==> config.mk <==
export PLATFORM = sky130hd
export DESIGN_NAME = seg_scan_controller
export DESIGN_NICKNAME = d
export VERILOG_FILES = /design/src/rtl/seg_scan_controller.sv
export SDC_FILE = /design/constraint.sdc
export NUM_CORES = 1
export LEC_CHECK = 0
export BUFFER_PORTS_ARGS = -buffer_cell sky130_fd_sc_hd__clkbuf_2
export CORE_MARGIN = 4
export CORE_UTILIZATION = 55
export CTS_CLUSTER_DIAMETER = 50
export DETAILED_ROUTE_END_ITERATION = 10
export GPL_TIMING_DRIVEN = 1
export PLACE_DENSITY = 0.76
export SLEW_MARGIN = 15
export SYNTH_ARGS = -nofsm -noshare
export SYNTH_HDL_FRONTEND = slang
export SYNTH_SLANG_ARGS = --single-unit
==> constraint.sdc <==
create_clock -name clk -period 14.72 [get_ports clk]
set_clock_uncertainty 0.2 [all_clocks]
set_input_delay 2.944 -clock clk [delete_from_list [all_inputs] [get_ports clk]]
set_output_delay 2.944 -clock clk [all_outputs]
set_load 0.02 [all_outputs]
==> src/rtl/seg_scan_controller.sv <==
// Multiplexed seven-segment scanner: owns the refresh prescaler and digit index,
// decodes hex to active-low segments, and adds PWM dimming, blanking and frame-synchronous data update.
module seg_scan_controller #(
  parameter int NUM_DIGITS  = 8,
  parameter int REFRESH_DIV = 100000,
  parameter int BRIGHT_W    = 4,
  parameter int BLANK_CYC   = 64
) (
  input  logic                      clk,
  input  logic                      reset_n,
  input  logic [4*NUM_DIGITS-1:0]   digit_data,
  input  logic [NUM_DIGITS-1:0]     dp_in,
  input  logic [NUM_DIGITS-1:0]     digit_en,
  input  logic [BRIGHT_W-1:0]       brightness,
  input  logic                      load,
  output logic [NUM_DIGITS-1:0]     digit,
  output logic [6:0]                seg,
  output logic                      dp,
  output logic                      frame_tick
);

  localparam int IDX_W = (NUM_DIGITS > 1) ? $clog2(NUM_DIGITS) : 1;
  localparam int PRE_W = $clog2(REFRESH_DIV);
  localparam logic [PRE_W-1:0] PRE_LAST = PRE_W'(REFRESH_DIV - 1);
  localparam logic [IDX_W-1:0] IDX_LAST = IDX_W'(NUM_DIGITS - 1);
  localparam logic [63:0]      BLANK64  = 64'(BLANK_CYC);

  logic [PRE_W-1:0]          r_presc;
  logic [IDX_W-1:0]          r_idx;
  logic [4*NUM_DIGITS-1:0]   r_pend_data;
  logic [NUM_DIGITS-1:0]     r_pend_dp;
  logic                      r_pend_valid;
  logic [4*NUM_DIGITS-1:0]   r_act_data;
  logic [NUM_DIGITS-1:0]     r_act_dp;

  logic                      w_slot_end;
  logic                      w_wrap;
  logic [63:0]               w_on_cnt;
  logic [63:0]               w_presc64;
  logic                      w_anode_on;
  logic [3:0]                w_nibble;
  logic [NUM_DIGITS-1:0]     w_digit;

  // Standard hex glyphs, cathodes {g,f,e,d,c,b,a}, active low.
  function automatic logic [6:0] hex_to_seg(input logic [3:0] nib);
    case (nib)
      4'h0: hex_to_seg = 7'h40;
      4'h1: hex_to_seg = 7'h79;
      4'h2: hex_to_seg = 7'h24;
      4'h3: hex_to_seg = 7'h30;
      4'h4: hex_to_seg = 7'h19;
      4'h5: hex_to_seg = 7'h12;
      4'h6: hex_to_seg = 7'h02;
      4'h7: hex_to_seg = 7'h78;
      4'h8: hex_to_seg = 7'h00;
      4'h9: hex_to_seg = 7'h10;
      4'hA: hex_to_seg = 7'h08;
      4'hB: hex_to_seg = 7'h03;
      4'hC: hex_to_seg = 7'h46;
      4'hD: hex_to_seg = 7'h21;
      4'hE: hex_to_seg = 7'h06;
      default: hex_to_seg = 7'h0E;
    endcase
  endfunction

  // 64-bit product keeps (brightness+1)*REFRESH_DIV exact for any practical divider.
  function automatic logic [63:0] calc_on_cnt(input logic [BRIGHT_W-1:0] b);
    logic [63:0] prod;
    prod = (64'(b) + 64'd1) * 64'(REFRESH_DIV);
    calc_on_cnt = prod >> BRIGHT_W;
  endfunction

  assign w_slot_end = (r_presc == PRE_LAST);
  assign w_wrap     = w_slot_end && (r_idx == IDX_LAST);
  assign w_on_cnt   = calc_on_cnt(brightness);
  assign w_presc64  = 64'(r_presc);
  assign w_anode_on = digit_en[r_idx] && (w_presc64 >= BLANK64) && (w_presc64 < w_on_cnt);
  assign w_nibble   = r_act_data[{r_idx, 2'b00} +: 4];

  always_comb begin
    w_digit = '1;
    if (w_anode_on) w_digit[r_idx] = 1'b0;
  end

  // Scan timing: prescaler within a slot, index across slots.
  always_ff @(posedge clk) begin
    if (!reset_n) begin
      r_presc <= '0;
      r_idx   <= '0;
    end else if (w_slot_end) begin
      r_presc <= '0;
      r_idx   <= w_wrap ? '0 : r_idx + 1'b1;
    end else begin
      r_presc <= r_presc + 1'b1;
    end
  end

  // Double-buffered display data; active only changes on a frame wrap so a frame never mixes loads.
  always_ff @(posedge clk) begin
    if (!reset_n) begin
      r_pend_data  <= '0;
      r_pend_dp    <= '0;
      r_pend_valid <= 1'b0;
      r_act_data   <= '0;
      r_act_dp     <= '0;
    end else if (load && w_wrap) begin
      r_act_data   <= digit_data;
      r_act_dp     <= dp_in;
      r_pend_valid <= 1'b0;
    end else if (load) begin
      r_pend_data  <= digit_data;
      r_pend_dp    <= dp_in;
      r_pend_valid <= 1'b1;
    end else if (w_wrap && r_pend_valid) begin
      r_act_data   <= r_pend_data;
      r_act_dp     <= r_pend_dp;
      r_pend_valid <= 1'b0;
    end
  end

  // Output register stage: one cycle behind (prescaler, index).
  always_ff @(posedge clk) begin
    if (!reset_n) begin
      digit      <= '1;
      seg        <= 7'h7F;
      dp         <= 1'b1;
      frame_tick <= 1'b0;
    end else begin
      digit      <= w_digit;
      seg        <= hex_to_seg(w_nibble);
      dp         <= ~r_act_dp[r_idx];
      frame_tick <= w_wrap;
    end
  end

endmodule

# Word-level counts from Yosys, hierarchy flattened

Memories as Yosys holds them, arrays and structs flattened. A register that Yosys moved wholly into a read port is not among the register bits.
Index checks and enable logic that the tools add are counted.

Memories kept: 1
Register bits: 111
Output and inout port bits: 17
Memory bits (read-only): 112
Bits of input ports: 55
Logic and storage cells: 56

Shift operators: 1
Add/sub/neg operators: 3
Equality and inequality tests: 3
Multipliers: 1
Reduce and logical (&&, ||, !) cells: 14
Muxes and demuxes: 15
Order comparisons: 4
Bitwise operators: 4

Memory list:

| memory          | depth | width | read ports | clocked after Yosys merged registers in | write ports | RTL line | text |
|---|---|---|---|---|---|---|---|
| (no name shown) | 16    | 7     | 1          | 1                                       | 0           | 46       | `case (nib)` |

Operators with widths:

| operator                                                                             | number |
|---|---|
| 32-bit two-way mux                                                                   | 3 |
| 32-bit by 6-bit variable part select with 4-bit output                               | 1 |
| 8-bit two-way mux                                                                    | 3 |
| 17-bit by 18-bit less-than comparator with 1-bit output                              | 1 |
| 17-bit by 1-bit adder with 17-bit output, second input constant                      | 1 |
| 17-bit == test, second input constant                                                | 1 |
| 17-bit by 7-bit greater-or-equal comparator with 1-bit output, second input constant | 1 |
| 5-bit by 12-bit multiplier with 17-bit output, second input constant                 | 1 |
| 8-bit NOT                                                                            | 1 |
| 1-bit binary-select mux with 3-bit select                                            | 2 |
| 1-bit logical AND                                                                    | 6 |
| 2-bit AND reduction                                                                  | 3 |
| 4-bit by 1-bit adder with 5-bit output, second input constant                        | 1 |
| 1-bit two-way mux                                                                    | 5 |
| 3-bit by 4-bit less-than comparator with 1-bit output, second input constant         | 1 |
| 2-bit nonzero test                                                                   | 2 |
| 2-bit OR reduction                                                                   | 2 |
| 3-bit by 1-bit adder with 3-bit output, second input constant                        | 1 |
| 1-bit demux with 3-bit select                                                        | 1 |
| 3-bit == test, second input constant                                                 | 1 |
| 3-bit by 1-bit greater-or-equal comparator with 1-bit output, second input constant  | 1 |
| 3-bit two-way mux                                                                    | 1 |
| 1-bit NOT                                                                            | 3 |
| 2-bit by 1-bit != test with 1-bit output, second input constant                      | 1 |
| 1-bit logical NOT                                                                    | 1 |

# Longest topological paths before layout

Gate-level depths: netlist (run 1).

Depth in word-level cells: 6
Gate-level depth with buffers: 19

# Worst setup path after synthesis (run 1)

OpenSTA, ideal clock, no wires.

Path kind: input to register
Start: input port brightness[0]
End: register digit[4]
Slack: 7.569 ns
Arrival time: 6.807 ns
Path buffers: 0
Cell stages on the path: 18
Cells stage by stage: ha_1 -> xor2_1 -> ha_1 -> xnor2_1 -> ha_1 -> ha_1 -> ha_1 -> a21oi_1 -> o21ai_0 -> a21oi_1 -> o31ai_1 -> xnor2_1 -> ha_1 -> nand3_1 -> nor2_1 -> o41a_1 -> nor4_4 -> a22oi_1

Longest elaborated chain between the ends: 5

RTL lines:

| element                                                 | RTL line | text |
|---|---|---|
| start: declaration                                      | 14       | `input logic [BRIGHT_W-1:0] brightness,` |
| 4-bit by 1-bit adder with 5-bit output                  | 69       | `prod = (64'(b) + 64'd1) * 64'(REFRESH_DIV);` |
| 5-bit by 12-bit multiplier with 17-bit output           | 69       |  |
| 17-bit by 18-bit less-than comparator with 1-bit output | 77       | `assign w_anode_on = digit_en[r_idx] && (w_presc64 >= BLANK64) && (w_presc64 < w_on_cnt);` |
| 1-bit logical AND                                       | 77       |  |
| 2-bit AND reduction (no source line)                    | --       |  |
| end signal: assignment                                  | 129      | `digit <= w_digit;` |
| end: declaration                                        | 16       | `output logic [NUM_DIGITS-1:0] digit,` |

Every way passes these cells.
A chain may end at the register's enable or synchronous reset.

# Worst setup path after layout (run 1)

Start: input port brightness[0]
End: register digit[1]

Same word-level chain as after synthesis.

==> results.txt, run 1 <==
Cell mode on critical path: ha_1
Post-synthesis mux area share: 9.35%
Initial core utilization: 56.3%
Worst slack, placed: 6.73 ns
DRT antenna net count: 0
Worst Setup EP: digit[1]
CP peak stage delay: 0.47 ns
Hpwl dp: 11700 um
Slew Limit Fails: 0
RSZ-0062 raised after global routing: false
Mapped Nets: 869
CP endpoint kind: flop
Max IR drop VDD: 0.0000713 V
I/O pin count: 72
Synth Area in XOR/XNOR: 3.82%
Drt first pass iters: 5
Critical Path Slowest Stage Cell: nor4_4
Initial antenna violation count: 0
GRT Util Overall: 22.9%
Die Wd: 122 um
Kind of critical path: in -> reg
Drt wl/cell: 16.3 um
Clk Latency, worst-skew pair: 0.41 ns
Clk sink count: 118
Main synth FF type: dfxtp_1
Gate count after technology mapping: 756
Cts repair resizes: 0
Min-delay worst type: reg -> reg
Synth area leader: dfxtp_1
CTS tree: yes
Pwr dens: 109 mW/mm2
Postcts setup bufs: 0
Final WL: 16200 um
Setup slack after layout: 7.06 ns
GP Congestion: 0.925
Core Footprint: 0.0126 mm2
Avg Cell Area, Syn: 9.40 um2
Final setup violation count: 0
Static leakage: 3.41 nW
Number of fillers in the final layout: 1080
Sequential share of the synthesized area: 33.2%
# nets final: 923
Main combinational cell family by area after synthesis: simple AND/OR/NAND/NOR gates
Vias in the first global route: 5752
Vias/cell: 5.74
Root Driver: clkbuf_16
Antenna diodes: 0
Hold Vio Cnt, Final: 0
Die height: 122 um
# rows: 41
Asr flop ratio synth: 0%
Area growth syn-to-layout: 12.8%
Overflow after GRT: 0
Crit path DAT: 7.73 ns
DR iter-0 viols: 393
First-pass GRT wire length: 27500 um
YS warnings: 0
Largest net degree at the start of global routing: 43
Crit path time final: 7.66 ns
Compound-gate portion of the synthesized area: 15.9%
Reg clk slew, reported paths: 0.05 ns
Crit start category: primary input
Hold Crit Depth: 2
Reg-to-Reg End: seg[3]
Post-synthesis simple-gate area fraction: 21.8%
Adder-cell share of the synthesized area: 10.3%
Share of cells above drive strength 1: 25.4%
Clk buf depth: 2
Port Buf Inserts: 71
Fmax: 0.131 GHz
Flop2flop setup slack: 11.46 ns
R2r startpoint: r_idx[2]
Reg2Reg Depth: 8
Total of max-cap violations: 0
Slew headroom: 43.7%
Final Cell Area: 0.00802 mm2
Number of flops mapped to enable cells by yosys: 0
DR vias: 5710
Die footprint: 0.0148 mm2
Synth Register Bits: 118
Status: complete, no violations
Top cells by area, synth: dfxtp_1, ha_1, nor2_1
CTS H-Tree Depth: 4
DRC violations left: 0
Final setup TNS: 0 ns
Yosys top cell area share: 33.2%
CP Max Fanout: 8
Worst Path Required: 14.78 ns
Synthesized area: 0.00711 mm2
CTS buffer count: 17
CTS hold repair buffers: 0
Netlist cell types: 69
Area post-placement: 0.00742 mm2
Critical-path cell list: clkbuf_2, ha_1, xor2_1, ha_1, xnor2_1, ha_1, ha_1, ha_1, a21oi_1, o21ai_0, a21oi_1, o31ai_1, xnor2_1, ha_1, nand3_1, nor2_1, o41a_1, nor4_4, a32oi_1
Worst slew pin tran: 0.843 ns
Final cycle utilization of the critical path: 52.0%
Worst setup path startpoint: brightness[0]
==> cells in the mapped netlist (all sizes together) (12+ instances only) <==
cell type and number:
inv 23, ha 57, xor2 14, mux2i 55, buf 30, a21oi 21, clkbuf 12, nor2 152
nand2 59, xnor2 17, dfxtp 118, o31ai 41
==> per-stage QoR <==
step	std cells	util, %	total power [mW]	hold WS, ns
3_5_place_dp	963	58.8	0.465	0.250
2_1_floorplan	756	-	0.431	0.226
3_3_place_gp	963	58.8	0.459	0.238
4_1_cts	994	63.5	0.881	0.261
6_report	994	63.5	0.876	0.259
5_1_grt	994	63.5	0.917	0.272
==> power breakdown <==
group | internal [mW] | switching (mW) | total [mW] | leakage [nW]
Sequential | 0.328 | 0.00436 | 0.333 | 0.962
Clock | 0.276 | 0.139 | 0.415 | 0.298
Combinational | 0.0527 | 0.0755 | 0.128 | 2.15
==> critical path: cells and delay by family <==
kind,cells,cell delay [ns]
xor gates and xnor gates,3,0.74
adders and majority gates,6,1.74
and+or+nand+nor,3,0.68
buffers and inverters,1,0.19
AOI/OAI and AO/OA,6,1.44
==> worst min path at each step <==
stage                   start              to  slack (ns)
3_3_place_gp       r_presc[0]      r_presc[0]        0.24
3_5_place_dp      r_act_dp[3]     r_act_dp[3]        0.25
2_1_floorplan      r_presc[0]      r_presc[0]        0.23
4_1_cts           r_act_dp[3]     r_act_dp[3]        0.26
5_1_grt         r_act_data[4]   r_act_data[4]        0.27
6_report       r_act_data[20]  r_act_data[20]        0.26
==> cell families (layout without fill, tap and decap cells) <==
group | after synthesis | after routing
flip-flops | 118 | 118
XOR/XNOR | 31 | 31
AND/OR/NAND/NOR | 298 | 298
multiplexers | 60 | 60
adder cells (fa/ha/maj) | 58 | 58
AO/OA/AOI/OAI | 124 | 124
buffers and inverters | 67 | 133
==> per-layer routing <==
| layer | GRT usage, % | part of all wire [%] | vias to the layer above |
|---|---|---|---|
| li1 | - | - | 2802 |
| met1 | 28.9 | 44 | 2695 |
| met2 | 37.6 | 48 | 184 |
| met3 | 5.71 | 5.9 | 29 |
| met4 | 9.73 | 2.0 | 0 |
| met5 | 0 | 0 | - |
==> area by class of cell <==
type,instances,area [um2],area share [%]
Sequential cell,118,2360,29.5
Tap cell,172,215,2.68
Timing Repair Buffer,77,400,4.99
Clock inverter,10,128,1.59
Clock buffer,21,470,5.87
Inverter,25,93.8,1.17
Multi-Input combinational cell,571,4350,54.2
==> layout by cell type, fill, tap and decap left out, types with 4 or more instances in the layout <==
cell and instances:
nor2_1 152, and3_1 8, clkinv_2 6, a21oi_1 20, xnor2_1 17, buf_4 6
and4_1 4, and2_1 4, nand3_1 7, clkbuf_16 17, o21ai_0 9, mux2i_1 54
mux4_2 4, o31ai_2 40, nor3_1 9, nor4_1 7, nor2b_1 6, dfxtp_1 118
nand2b_1 4, nand2_1 19, ha_1 57, clkbuf_2 71, a21o_1 5, nand4_1 8
o211ai_1 6, nand2_2 40, inv_1 23, a41oi_1 5, nand3b_1 7, a32oi_1 5
xor2_1 14
==> state kept, by name, indices dropped and copies added (netlist names), 3 cells and up <==
signal and count:
r_act_dp 8, r_pend_dp 8, r_idx 3, r_presc 17, r_act_data 32, r_pend_data 32, digit 8, seg 7
Power figures use the tool's default switching activity.
==> inputs of run 2 (changes only) <==
- ABC_AREA: default -> 1
- PLACE_DENSITY: 0.76 -> 0.77
- clock period: 14.72 -> 7.2 ns (I/O delays scaled with it)
==> run 2 against run 1 <==
Net effect: critical path depth increased by 7; sequential share of layout area rose by 2.9 points; core utilization is 0.57 points higher; synthesized cell count increased by 13%; first-iteration DRC count is 2.5% higher; critical endpoint is now digit[2].
==> results.txt, run 2 <==
Status: complete, no violations (unchanged)
Clk buf depth: 2 (unchanged)
Static leakage: 3.44 nW (was 3.41 nW)
Clk Latency, worst-skew pair: 0.42 ns (was 0.41 ns)
Vias/cell: 5.39 (was 5.74)
First-pass GRT wire length: 24700 um (was 27500 um)
Pwr dens: 232 mW/mm2 (was 109 mW/mm2)
# rows: 39 (was 41)
DR vias: 5741 (was 5710)
CP Max Fanout: 8 (unchanged)
Most common cell after layout, fill and taps aside: nand2_1 (was nor2_1)
Reg clk slew, reported paths: 0.06 ns (was 0.05 ns)
Commonest cells post-synth: nand2_1, dfxtp_1, o21ai_1, inv_1, a21oi_1 (was nor2_1, dfxtp_1, ha_1, mux2i_1)
Most frequent cell after synthesis: nand2_1 (was nor2_1)
Main synth FF type: dfxtp_1 (unchanged)
Worst Path Required: 7.36 ns (was 14.78 ns)
Cts repair resizes: 0 (unchanged)
CP peak stage delay: 0.37 ns (was 0.47 ns)
Crit path time final: 5.52 ns
GRT Util Overall: 22.9% (about the same)
# nets final: 1022 (was 923)
Final setup TNS: 0 ns (unchanged)
Fmax: 0.181 GHz
Number of flops mapped to enable cells by yosys: 0 (unchanged)
Synth Register Bits: 118 (unchanged)
I/O pin count: 72 (unchanged)
RSZ-0062 raised after global routing: false (unchanged)
CTS tree: yes (unchanged)
Final WL: 14500 um (was 16200 um)
Largest regs: r_act_data: 32 flops, r_pend_data: 32 flops, r_presc: 17 flops (unchanged)
Core Footprint: 0.0114 mm2 (was 0.0126 mm2)
Asr flop ratio synth: 0% (unchanged)
Kind of critical path: in -> reg (unchanged)
Die footprint: 0.0134 mm2 (was 0.0148 mm2)
GP Congestion: 0.875 (was 0.925)
WP buf/inv: 3 (was 1)
CTS buffer count: 17 (unchanged)
Synth area leader: dfxtp_1 (unchanged)
Port Buf Inserts: 71 (unchanged)
DRC violations left: 0 (unchanged)
Met2 Use GR: 35.6% (was 37.6%)
Total of max-cap violations: 0 (unchanged)
Final cycle utilization of the critical path: 76.7%
Overflow after GRT: 0 (unchanged)
Area growth syn-to-layout: 14.2% (was 12.8%)
CTS H-Tree Depth: 4 (unchanged)
DRT antenna net count: 0 (unchanged)
Hpwl dp: 10200 um (was 11700 um)
Postcts setup bufs: 0 (unchanged)
Hold Vio Cnt, Final: 0 (unchanged)
Largest net degree at the start of global routing: 81 (was 43)
Drt first pass iters: 5 (unchanged)
Vias in the first global route: 5384 (was 5752)
Critical Path Slowest Stage Cell: xor2_1 (was nor4_4)
Max IR drop VDD: 0.000199 V (was 0.0000713 V)
GR peak layer: met2 (unchanged)
Slew headroom: 35.8% (was 43.7%)
Initial core utilization: 56.1% (was 56.3%)
Overall Power: 1.69 mW (was 876 uW)
Final Cell Area: 0.00729 mm2 (was 0.00802 mm2)
Avg Cell Area, Syn: 7.50 um2 (was 9.40 um2)
Yosys top cell area share: 37.0% (was 33.2%)
Area post-placement: 0.00675 mm2 (was 0.00742 mm2)
Drt wl/cell: 13.6 um (was 16.3 um)
Met1 usage: 32.0% (was 28.9%)
Slew Limit Fails: 0 (unchanged)
Sequential share of the synthesized area: 37.0% (was 33.2%)
Initial antenna violation count: 0 (unchanged)
Min-delay worst type: reg -> reg (unchanged)
Most frequent cells in the layout: nand2_1, dfxtp_1, o21ai_1 (was nor2_1, dfxtp_1, clkbuf_2)
Worst slack, placed: 1.25 ns (was 6.73 ns)
Antenna diodes: 0 (unchanged)
Grt met3 use: 5.59% (was 5.71%)
Final setup violation count: 0 (unchanged)
CTS hold repair buffers: 0 (unchanged)
Clk sink count: 118 (unchanged)
Synthesized area: 0.00638 mm2 (was 0.00711 mm2)
DR iter-0 viols: 403 (was 393)
Worst slew pin tran: 0.962 ns (was 0.843 ns)
Mapped Nets: 964 (was 869)
Gate count after technology mapping: 851 (was 756)
Root Driver: clkbuf_16 (unchanged)
Worst path top cell family by delay: adder cells (unchanged)
Post-layout util: 64.1% (was 63.5%)
Crit start category: primary input (unchanged)
Die height: 116 um (was 122 um)
Die Wd: 116 um (was 122 um)
Cell mode on critical path: nand2_1 (was ha_1)
Share of cells above drive strength 1: 13.7% (was 25.4%)
YS warnings: 0 (unchanged)
Top cells by area, synth: dfxtp_1, ha_1, o21ai_1 (was dfxtp_1, ha_1, nor2_1)
Netlist cell types: 44 (was 69)
CP endpoint kind: flop (unchanged)
Setup slack after layout: 1.68 ns (was 7.06 ns)
Crit path DAT: 5.68 ns (was 7.73 ns)
[run 2: path summary, 6_finish.rpt]
| kind | endpoint | cells past startpoint | slack (ns) | startpoint |
|---|---|---|---|---|
| worst max register to register | seg[3] | 10 | 4.32 | r_idx[2] |
| worst min register to register | r_pend_data[3] | 2 | 0.25 | r_pend_data[3] |
| worst max-delay path | digit[2] | 26 | 1.68 | brightness[0] |
| worst min-delay path | r_pend_data[3] | 2 | 0.25 | r_pend_data[3] |
[run 2: cell families after synthesis]
group                      share of synthesized area [%]
AOI/OAI and AO/OA                                   21.4
xor gates and xnor gates                            3.16
adders and majority gates                           11.5
buffers and inverters                               9.74
DFF                                                 37.0
and+or+nand+nor                                     17.2
[run 2: per-stage QoR]
step	std cells	hold slack, ns
2_1_floorplan	851	0.230
3_5_place_dp	1033	0.244
4_1_cts	1065	0.253
6_report	1065	0.252
3_3_place_gp	1033	0.238
5_1_grt	1065	0.265
[run 2: layout make-up]
cell class,count,area [um2]
timing repair buffer,75,385
inverter,113,425
sequential,118,2360
multi-input combinational,584,3400
fill,1027,4080
clock inverter,14,101
clock buffer,18,439
tap,143,179
[run 2: where the power goes]
group	total (mW)	internal, mW	switching [mW]
Sequential	0.679	0.672	0.00618
Combinational	0.242	0.0955	0.146
Clock	0.767	0.449	0.318
Total	1.69	1.22	0.471
[run 2: routing by layer]
metal | routed length, um | vias up
met5 | 0 | -
met4 | 171 | 0
met3 | 931 | 17
met2 | 6340 | 151
met1 | 7040 | 2595
li1 | - | 2978
[run 2: worst reg2reg max path: cells and delay by family, from the launching register on]
kind            cells  cell delay [ns]
buf+inv             2             0.31
fa+ha+maj           1             0.26
flops               1             0.40
compound gates      2             0.24
simple gates        5             1.32
